[config.mk]
export PLATFORM = sky130hd
export DESIGN_NAME = uart_bus_ctrl
export DESIGN_NICKNAME = d
export VERILOG_FILES = /design/src/rtl/uart_bus_ctrl.sv
export SDC_FILE = /design/constraint.sdc
export NUM_CORES = 1
export LEC_CHECK = 0
export BUFFER_PORTS_ARGS = -buffer_cell sky130_fd_sc_hd__buf_2
export CAP_MARGIN = 0
export CORE_ASPECT_RATIO = 1.5
export CORE_MARGIN = 8
export CORE_UTILIZATION = 50
export CTS_BUF_LIST = sky130_fd_sc_hd__clkbuf_4 sky130_fd_sc_hd__clkbuf_8
export DETAILED_ROUTE_END_ITERATION = 8
export PLACE_DENSITY = 0.7
export SYNTH_ARGS = -nofsm -noshare
export SYNTH_HDL_FRONTEND = slang
export SYNTH_SLANG_ARGS = --single-unit
[constraint.sdc]
create_clock -name clk -period 4.4 [get_ports clk]
set_input_delay 0.22 -clock clk [delete_from_list [all_inputs] [get_ports clk]]
set_output_delay 0.22 -clock clk [all_outputs]
set_load 0.005 [all_outputs]
[src/rtl/uart_bus_ctrl.sv]
// uart_bus_ctrl: memory-mapped UART controller. Buffers CPU bytes in a TX FIFO and
// launches the TX engine one frame at a time, buffers received bytes in an RX FIFO,
// keeps sticky error flags and drives a registered level interrupt.
module uart_bus_ctrl #(
  parameter int FIFO_DEPTH = 4,
  parameter int CNT_W      = 3
) (
  input  logic        clk,
  input  logic        rst,
  input  logic [3:0]  Addr,
  input  logic        WE,
  input  logic        RE,
  input  logic [31:0] WData,
  output logic [31:0] RData,
  output logic [7:0]  tx_data,
  output logic        tx_start,
  input  logic        tx_busy,
  input  logic [7:0]  rx_data,
  input  logic        rx_valid,
  input  logic        rx_parity_err,
  output logic        irq
);
  localparam int AW = $clog2(FIFO_DEPTH);
  localparam logic [CNT_W-1:0] FULL_CNT = CNT_W'(FIFO_DEPTH);

  typedef enum logic [1:0] {S_IDLE, S_LAUNCH, S_WAIT_ACK, S_WAIT_DONE} tx_state_t;

  logic [7:0]       r_tx_mem [FIFO_DEPTH];
  logic [7:0]       r_rx_mem [FIFO_DEPTH];
  logic [AW-1:0]    r_tx_wr, r_tx_rd, r_rx_wr, r_rx_rd;
  logic [CNT_W-1:0] r_tx_cnt, r_rx_cnt;
  logic             r_rx_ovr, r_par_err, r_tx_ovf;
  logic             r_rx_ie, r_err_ie, r_irq;
  logic             r_tx_start;
  logic [7:0]       r_tx_data;
  tx_state_t        r_state;

  logic w_tx_wr, w_ctrl_wr, w_rx_rd, w_clr, w_flush;
  logic w_tx_full, w_tx_empty, w_rx_full, w_rx_empty;
  logic w_tx_push, w_tx_pop, w_tx_drop;
  logic w_rx_push, w_rx_pop, w_rx_drop;
  logic [31:0] w_status;
  logic w_unused_wdata;

  assign w_tx_wr    = WE && (Addr == 4'h0);
  assign w_ctrl_wr  = WE && (Addr == 4'hC);
  assign w_rx_rd    = RE && (Addr == 4'h4);
  assign w_clr      = w_ctrl_wr && WData[0];
  assign w_flush    = w_ctrl_wr && WData[1];

  assign w_tx_full  = (r_tx_cnt == FULL_CNT);
  assign w_tx_empty = (r_tx_cnt == '0);
  assign w_rx_full  = (r_rx_cnt == FULL_CNT);
  assign w_rx_empty = (r_rx_cnt == '0);

  // The sequencer only takes the head while idle and the engine is free; a flush
  // in the same cycle empties the FIFO instead of launching its head.
  assign w_tx_pop   = (r_state == S_IDLE) && !w_tx_empty && !tx_busy && !w_flush;
  assign w_tx_push  = w_tx_wr && (!w_tx_full || w_tx_pop);
  assign w_tx_drop  = w_tx_wr && w_tx_full && !w_tx_pop;

  assign w_rx_pop   = w_rx_rd && !w_rx_empty;
  assign w_rx_push  = rx_valid && (!w_rx_full || w_rx_pop) && !w_flush;
  assign w_rx_drop  = rx_valid && w_rx_full && !w_rx_pop && !w_flush;

  assign w_unused_wdata = ^WData[31:8];

  // FIFO storage: data only, no reset needed
  always_ff @(posedge clk) begin
    if (w_tx_push) r_tx_mem[r_tx_wr] <= WData[7:0];
    if (w_rx_push) r_rx_mem[r_rx_wr] <= rx_data;
  end

  // TX FIFO pointers and occupancy
  always_ff @(posedge clk or negedge rst) begin
    if (!rst) begin
      r_tx_wr  <= '0;
      r_tx_rd  <= '0;
      r_tx_cnt <= '0;
    end else if (w_flush) begin
      r_tx_wr  <= '0;
      r_tx_rd  <= '0;
      r_tx_cnt <= '0;
    end else begin
      if (w_tx_push) r_tx_wr <= r_tx_wr + 1'b1;
      if (w_tx_pop)  r_tx_rd <= r_tx_rd + 1'b1;
      r_tx_cnt <= r_tx_cnt + CNT_W'(w_tx_push) - CNT_W'(w_tx_pop);
    end
  end

  // RX FIFO pointers and occupancy
  always_ff @(posedge clk or negedge rst) begin
    if (!rst) begin
      r_rx_wr  <= '0;
      r_rx_rd  <= '0;
      r_rx_cnt <= '0;
    end else if (w_flush) begin
      r_rx_wr  <= '0;
      r_rx_rd  <= '0;
      r_rx_cnt <= '0;
    end else begin
      if (w_rx_push) r_rx_wr <= r_rx_wr + 1'b1;
      if (w_rx_pop)  r_rx_rd <= r_rx_rd + 1'b1;
      r_rx_cnt <= r_rx_cnt + CNT_W'(w_rx_push) - CNT_W'(w_rx_pop);
    end
  end

  // Sticky error flags; a clear request overrides any set in the same cycle
  always_ff @(posedge clk or negedge rst) begin
    if (!rst) begin
      r_rx_ovr  <= 1'b0;
      r_par_err <= 1'b0;
      r_tx_ovf  <= 1'b0;
    end else if (w_clr) begin
      r_rx_ovr  <= 1'b0;
      r_par_err <= 1'b0;
      r_tx_ovf  <= 1'b0;
    end else begin
      if (w_rx_drop)                  r_rx_ovr  <= 1'b1;
      if (rx_valid && rx_parity_err)  r_par_err <= 1'b1;
      if (w_tx_drop)                  r_tx_ovf  <= 1'b1;
    end
  end

  // Interrupt enables plus the registered interrupt level
  always_ff @(posedge clk or negedge rst) begin
    if (!rst) begin
      r_rx_ie  <= 1'b0;
      r_err_ie <= 1'b0;
      r_irq    <= 1'b0;
    end else begin
      if (w_ctrl_wr) begin
        r_rx_ie  <= WData[2];
        r_err_ie <= WData[3];
      end
      r_irq <= (r_rx_ie && !w_rx_empty) || (r_err_ie && (r_rx_ovr || r_par_err || r_tx_ovf));
    end
  end

  // TX sequencer: load byte, pulse start for one cycle, wait for the engine's busy window
  always_ff @(posedge clk or negedge rst) begin
    if (!rst) begin
      r_state    <= S_IDLE;
      r_tx_start <= 1'b0;
      r_tx_data  <= 8'h00;
    end else begin
      case (r_state)
        S_IDLE: begin
          if (w_tx_pop) begin
            r_tx_data  <= r_tx_mem[r_tx_rd];
            r_tx_start <= 1'b1;
            r_state    <= S_LAUNCH;
          end
        end
        S_LAUNCH: begin
          r_tx_start <= 1'b0;
          r_state    <= S_WAIT_ACK;
        end
        S_WAIT_ACK: begin
          if (tx_busy) r_state <= S_WAIT_DONE;
        end
        S_WAIT_DONE: begin
          if (!tx_busy) r_state <= S_IDLE;
        end
        default: begin
          r_tx_start <= 1'b0;
          r_state    <= S_IDLE;
        end
      endcase
    end
  end

  // STATUS word assembly
  always_comb begin
    w_status              = '0;
    w_status[0]           = w_tx_full;
    w_status[1]           = w_tx_empty;
    w_status[2]           = !w_rx_empty;
    w_status[3]           = w_rx_full;
    w_status[4]           = r_rx_ovr;
    w_status[5]           = r_par_err;
    w_status[6]           = r_tx_ovf;
    w_status[7]           = (r_state == S_IDLE) && w_tx_empty;
    w_status[8 +: CNT_W]  = r_tx_cnt;
    w_status[12 +: CNT_W] = r_rx_cnt;
  end

  // Read mux, combinational from the offset and current state
  always_comb begin
    RData = '0;
    case (Addr)
      4'h4:    RData = w_rx_empty ? 32'h0 : {24'h0, r_rx_mem[r_rx_rd]};
      4'h8:    RData = w_status;
      4'hC:    RData = {28'h0, r_err_ie, r_rx_ie, 2'b00};
      default: RData = '0;
    endcase
  end

  assign tx_data  = r_tx_data;
  assign tx_start = r_tx_start;
  assign irq      = r_irq;

endmodule

==> results.toml, run 1 <==
[outcome]
outcome = "finished clean"

[global_routing]
grt_max_degree = 32
first_global_vias = 2584
grtUsageTotal_pct = 14.2
grt_first_pass_wirelength_microns = 12800
grt_overflow = 0
antenna_found_initial = 0

[clock_network]
cts_tree = "done"
clkSinkCount = 95
clk_latency_ns = 0.36
cts_resized = 0
htree_levels = 3
cts_buffers = 9
root_buffer = "clkbuf_8"
path_clk_slew_ns = 0.10
clock_path_buffers = 2

[worst_setup_path]
crit_fanout = 9
crit_path_max_incr_delay_ns = 0.42
cp-start-kind = "register"
reg2regPathDepth = 13
crit_arrival_ns = 3.07
crit_type = "reg -> reg"
reg2reg_to = "r_tx_cnt[2]"
reg2reg_from = "r_state[0]"
cpMostUsedCell = "inv_1"
required_ns = 4.65
cp-end-kind = "register"
r2r_slack_ns = 1.57
slowest_stage = "dfrtp_1"
crit_chain = "inv_1 > ha_1 > nor2b_1 > nand3_2 > inv_1 > ha_1 > inv_1 > ha_1 > inv_1 > fa_1 > xor2_1 > xnor2_1 > nor2_1"

[yosys]
yosys.cell_types.count = 49
synthArstFlopShare_pct = 32.6
synth_most_common_cell = "edfxtp_1"
yosysTopAreaCellShare_pct = 44.0
ys.flop_type = "edfxtp_1"
netlist_area_sq_mm = 0.00437
synthCells = 294
yosys_warnings = 0
synthTopCellsByArea = "edfxtp_1 (44%), dfrtp_1 (18%), mux4_2 (8.2%)"
seq_area_frac_synth_pct = 61.7
netlist_top_cells_count = "edfxtp_1 (64), dfrtp_1 (31), and2_1 (18), buf_4 (18), ha_1 (17)"
synth_enable_flop_cells = 64
yosysTopAreaCell = "edfxtp_1"
avgSynthCellArea_sq_um = 14.9
ys_seq_elements = 95

[finish]
layout-drive-gt1-share_pct = 29.1
instances_no_fill = 461
area_delta_synth_final_pct = 11.1
antennaDiodeCount = 0
post-route-util_pct = 56.0
nets = 416
fin_area_sq_mm = 0.00486

[placement]
pre_cts_ws_ns = 1.53
placed_cells = 444
post-dp-hpwl_microns = 6140
gp_congestion = 0.803
io_buffers = 50
place_area_sq_mm = 0.00466

[floorplan]
die_x_microns = 92.3
core-area_sq_mm = 0.00867
die_y_microns = 130
start_util_pct = 50.4
dieArea_sq_mm = 0.0120
row_count = 42
ios = 93

[pwr]
ir_worst_vdd_mv = 0.309
pwr_density_cell_mw_per_mm2 = 545
power_mw = 2.65
p_leak_nw = 1.95

[timing]
fin_worst_skew_ns = 0.0138
clock.fmax_mhz = 354
rsz0062_at_grt = "false"
timing.slew.headroom_pct = 29.5
timing.hold.ws_ns = 0.0647
fin_crit_ns = 2.83
maxSlewViolCount = 0
min_period_over_period_pct = 64.3
hold_violations = 0
finalSetupViolCount = 0
fin_ws_ns = 1.57
setup_tns_ns = 0
worst_slew_pin_slew_ns = 1.06

[routing]
drt-initial-drc-count = 94
first_pass_iters = 4
via_count = 2414
ant_nets = 0
avgViaCountPerCell = 5.24
finalWirelength_microns = 8100
drc = 0
routedWlPerCell_microns = 17.6

[worst_hold_path]
min_path_cells = 1
hold_class = "in -> reg"
hold_end = "r_tx_mem[0][4]"
min_from = "WData[4]"

[run]
max_cap_violations = 0
[report_power, final]
part,internal [mW],total (mW),switching (mW)
clock,0.229,0.541,0.312
sequential,1.16,1.36,0.202
combinational,0.412,0.750,0.338
total,1.80,2.65,0.852
[cell type report]
cell class / count / area [sq um]
fill: 743 / 3810
sequential: 95 / 2700
multi-input combinational: 171 / 1500
timing repair buffer: 52 / 268
clock buffer: 10 / 138
tap: 110 / 138
inverter: 17 / 63.8
clock inverter: 6 / 51.3
[critical path: cells and delay by family, from the launching register on]
kind / cells / cell delay, ns
buf+inv: 4 / 0.35
flops: 1 / 0.42
xor+xnor: 2 / 0.32
simple gates: 3 / 0.69
fa+ha+maj: 4 / 0.94
[registers in the layout, summed over array words and instances (netlist names), 2 cells and up]
name,flops
r_rx_mem,32
r_tx_mem,32
tx_data,8
r_rx_cnt,3
r_tx_cnt,3
r_rx_rd,2
r_rx_wr,2
r_state,2
r_tx_rd,2
r_tx_wr,2
[kinds of logic (layout without fill, tap and decap cells)]
logic type / after synthesis / after routing / synth area share [%]
adders and majority gates: 19 / 19 / 5.78
DFF: 95 / 95 / 61.7
and+or+nand+nor: 70 / 70 / 9.45
buffers and inverters: 45 / 85 / 5.53
other: 1 / 18 / 0.0858
AOI/OAI and AO/OA: 28 / 28 / 4.50
xor gates and xnor gates: 8 / 8 / 1.60
muxes: 28 / 28 / 11.3
[layer usage]
metal | share of wire (%) | track usage (%) | wire [microns] | vias to the layer above
li1 | - | - | - | 1147
met5 | 0 | 0 | 0 | -
met2 | 54 | 25.9 | 4380 | 61
met3 | 5.1 | 3.37 | 410 | 16
met4 | 2.6 | 8.00 | 212 | 0
met1 | 38 | 14.6 | 3090 | 1190
[cells in the final DEF, fill, tap and decap left out, types with 4 or more instances in the layout]
cell      instances
edfxtp_1         64
and2_1           18
o21ai_0           5
mux4_2           16
a21oi_1           8
nand2_1          13
buf_2            50
conb_1           18
xnor2_1           4
xor2_1            4
nor2_1           10
dfrtp_1          31
nand3_1           6
or3_1             4
clkbuf_8         10
ha_1             17
mux2_2           10
inv_1            16
[what timing repair did]
action,CTS,global route
hold buffers,1,0
hold endpoints to repair,31,0
buffers inserted,0,0
[worst max path at each step]
stage,startpoint,end,cells after the start
finish,r_state[0],r_tx_cnt[2],13
global route,r_state[1],r_tx_cnt[2],13
CTS,r_state[0],r_tx_cnt[2],13
detailed placement,r_state[0],r_tx_cnt[2],13
global placement,r_state[0],r_tx_cnt[2],13
floorplan,r_state[0],r_tx_cnt[2],13
Note: power is estimated with default switching activity, not from simulation.
==> run 2: changes to the inputs <==
Settings changed: ABC_AREA from default to 1.
Clock period 4.4 ns to 2.7 ns, I/O delays scaled along.
==> run 2 against run 1 <==
- sequential power rose by 54%
- final cell count increased by 31%
- total power grew 76%
- worst setup slack got worse by 1.4 ns
- largest power group unchanged
==> results.toml, run 2 <==
[finish]
nets = 559
layout-drive-gt1-share_pct = 19.0
antennaDiodeCount = 0
final_common_cell = "edfxtp_1"
final_cell_mix = "edfxtp_1 (64), nor2_1 (59), nand2_1 (52), buf_2 (50), o21ai_0 (43)"
fin_area_sq_mm = 0.00513
area_delta_synth_final_pct = 16.4

[yosys]
yosys.cell_types.count = 32
ys_seq_elements = 95
synthArstFlopShare_pct = 32.6
yosys_warnings = 0
synth_enable_flop_cells = 64
synthCells = 410
synthTopCellsByArea = "edfxtp_1 (44%), dfrtp_1 (18%), nor2_1 (5.0%)"
netlist_area_sq_mm = 0.00441
seq_area_frac_synth_pct = 61.2
yosysTopAreaCellShare_pct = 43.6
synth_most_common_cell = "edfxtp_1"
avgSynthCellArea_sq_um = 10.8
yosysTopAreaCell = "edfxtp_1"
ys.flop_type = "edfxtp_1"
netlist_top_cells_count = "edfxtp_1 (64), nor2_1 (59), nand2_1 (52)"

[global_routing]
grt_overflow = 0
first_global_vias = 3132
antenna_found_initial = 0
grt_max_degree = 32
grt_first_pass_wirelength_microns = 14600
grtUsageTotal_pct = 15.5

[worst_setup_path]
slowest_stage = "dfrtp_1"
r2r_slack_ns = 0.21
crit_arrival_ns = 2.72
crit_path_max_incr_delay_ns = 0.42
cp-end-kind = "register"
crit_fanout = 7
crit_type = "reg -> reg"
required_ns = 2.94
crit_chain = "inv_1 > ha_1 > nand2_1 > a21oi_4 > nand2_4 > nand2_1 > nand2_2 > ha_1 > inv_1 > ha_1 > inv_1 > fa_1 > xor2_1 > nor2_1"
cp-start-kind = "register"

[routing]
drc = 0
finalWirelength_microns = 8850
drt-initial-drc-count = 151
ant_nets = 0
avgViaCountPerCell = 5.03
first_pass_iters = 4
via_count = 3038
routedWlPerCell_microns = 14.6

[pwr]
p_leak_nw = 2.25
ir_worst_vdd_mv = 0.556
pwr_density_cell_mw_per_mm2 = 911

[timing]
setup_tns_ns = 0
rsz0062_at_grt = "false"
maxSlewViolCount = 0
clock.fmax_mhz = 402
timing.hold.ws_ns = 0.0304
timing.slew.headroom_pct = 52.8
fin_crit_ns = 2.49
min_period_over_period_pct = 92.2
fin_worst_skew_ns = 0.0109
hold_violations = 0
worst_slew_pin_slew_ns = 0.708
finalSetupViolCount = 0

[floorplan]
start_util_pct = 50.5
ios = 93
core-area_sq_mm = 0.00872
dieArea_sq_mm = 0.0121
die_x_microns = 92.7
row_count = 42
die_y_microns = 131

[clock_network]
cts_tree = "done"
path_clk_slew_ns = 0.09
htree_levels = 3
clkSinkCount = 95
root_buffer = "clkbuf_8"
clock_path_buffers = 2
cts_buffers = 9
clk_latency_ns = 0.36

[placement]
gp_congestion = 0.880
place_area_sq_mm = 0.00477
io_buffers = 50
post-dp-hpwl_microns = 6620

[outcome]
outcome = "finished clean"

[run]
max_cap_violations = 0

[worst_hold_path]
hold_class = "in -> reg"
run 2: cell count changes after synthesis, moves of 17 or more:
cell,previous run,this run
and2_1,18,0
inv_1,16,43
nand2_1,13,52
nor2_1,10,59
o21ai_0,5,43
o22ai_1,0,17
run 2: final timing paths:
kind | startpoint | to | cells after the start
worst min-delay path | rx_parity_err | r_par_err | 3
max in group asynchronous | rst | r_rx_rd[0] | 2
min in group asynchronous | rst | tx_data[4] | 2
worst max register to register | r_state[1] | r_tx_cnt[2] | 14
worst max-delay path | r_state[1] | r_tx_cnt[2] | 14
worst min register to register | tx_data[3] | tx_data[3] | 2
run 2: report_power, final:
| part | switching [mW] | internal [mW] |
|---|---|---|
| registers | 0.216 | 1.88 |
| logic | 0.992 | 0.620 |
| clock network | 0.493 | 0.472 |
| total | 1.70 | 2.97 |
run 2: layout make-up:
class                           count  area, sq um
Clock buffer                       11          145
Multi-Input combinational cell    259         1410
Fill cell                         733         3590
Clock inverter                      5         63.8
Sequential cell                    95         2700
Timing Repair Buffer               79          505
Inverter                           45          169
Tap cell                          110          138
run 2: cell families after synthesis:
group           Yosys count  synth area share [%]
compound gates           72                  9.17
buf+inv                  73                  8.17
xor+xnor                  4                 0.795
fa+ha+maj                19                  5.73
simple gates            145                  14.6
flops                    95                  61.2
mux                       1                 0.227
other cells               1                0.0851
run 2: timing repair:
item | 4_1_cts | 5_1_grt
resized for setup | 0 | 1
hold endpoints to repair | 87 | 0
hold buffers | 15 | 0
setup endpoints to repair | 0 | 2
buffers inserted | 0 | 1
run 2: routing by layer:
| metal | wire length, microns | global-route usage, % |
|---|---|---|
| met5 | 0 | 0 |
| met4 | 250 | 8.10 |
| met3 | 423 | 2.97 |
| met2 | 4640 | 28.8 |
| met1 | 3530 | 16.3 |
run 2: stage by stage:
| step | cells | total power [mW] | setup WS [ns] | utilization (%) |
|---|---|---|---|---|
| floorplan | 427 | 3.24 | 0.271 | - |
| CTS | 603 | 4.70 | 0.163 | 58.7 |
| global route | 604 | 5.05 | 0.0224 | 58.8 |
| global placement | 572 | 3.66 | 0.241 | 54.6 |
| finish | 604 | 4.67 | 0.212 | 58.8 |
| detailed placement | 572 | 3.73 | 0.189 | 54.6 |
run 2: critical path, delay by kind of cell (launching register included):
| family | cells | cell delay (ns) |
|---|---|---|
| simple gates | 5 | 0.45 |
| fa+ha+maj | 4 | 0.95 |
| flops | 1 | 0.42 |
| buf+inv | 3 | 0.21 |
| compound gates | 1 | 0.15 |
| xor+xnor | 1 | 0.16 |
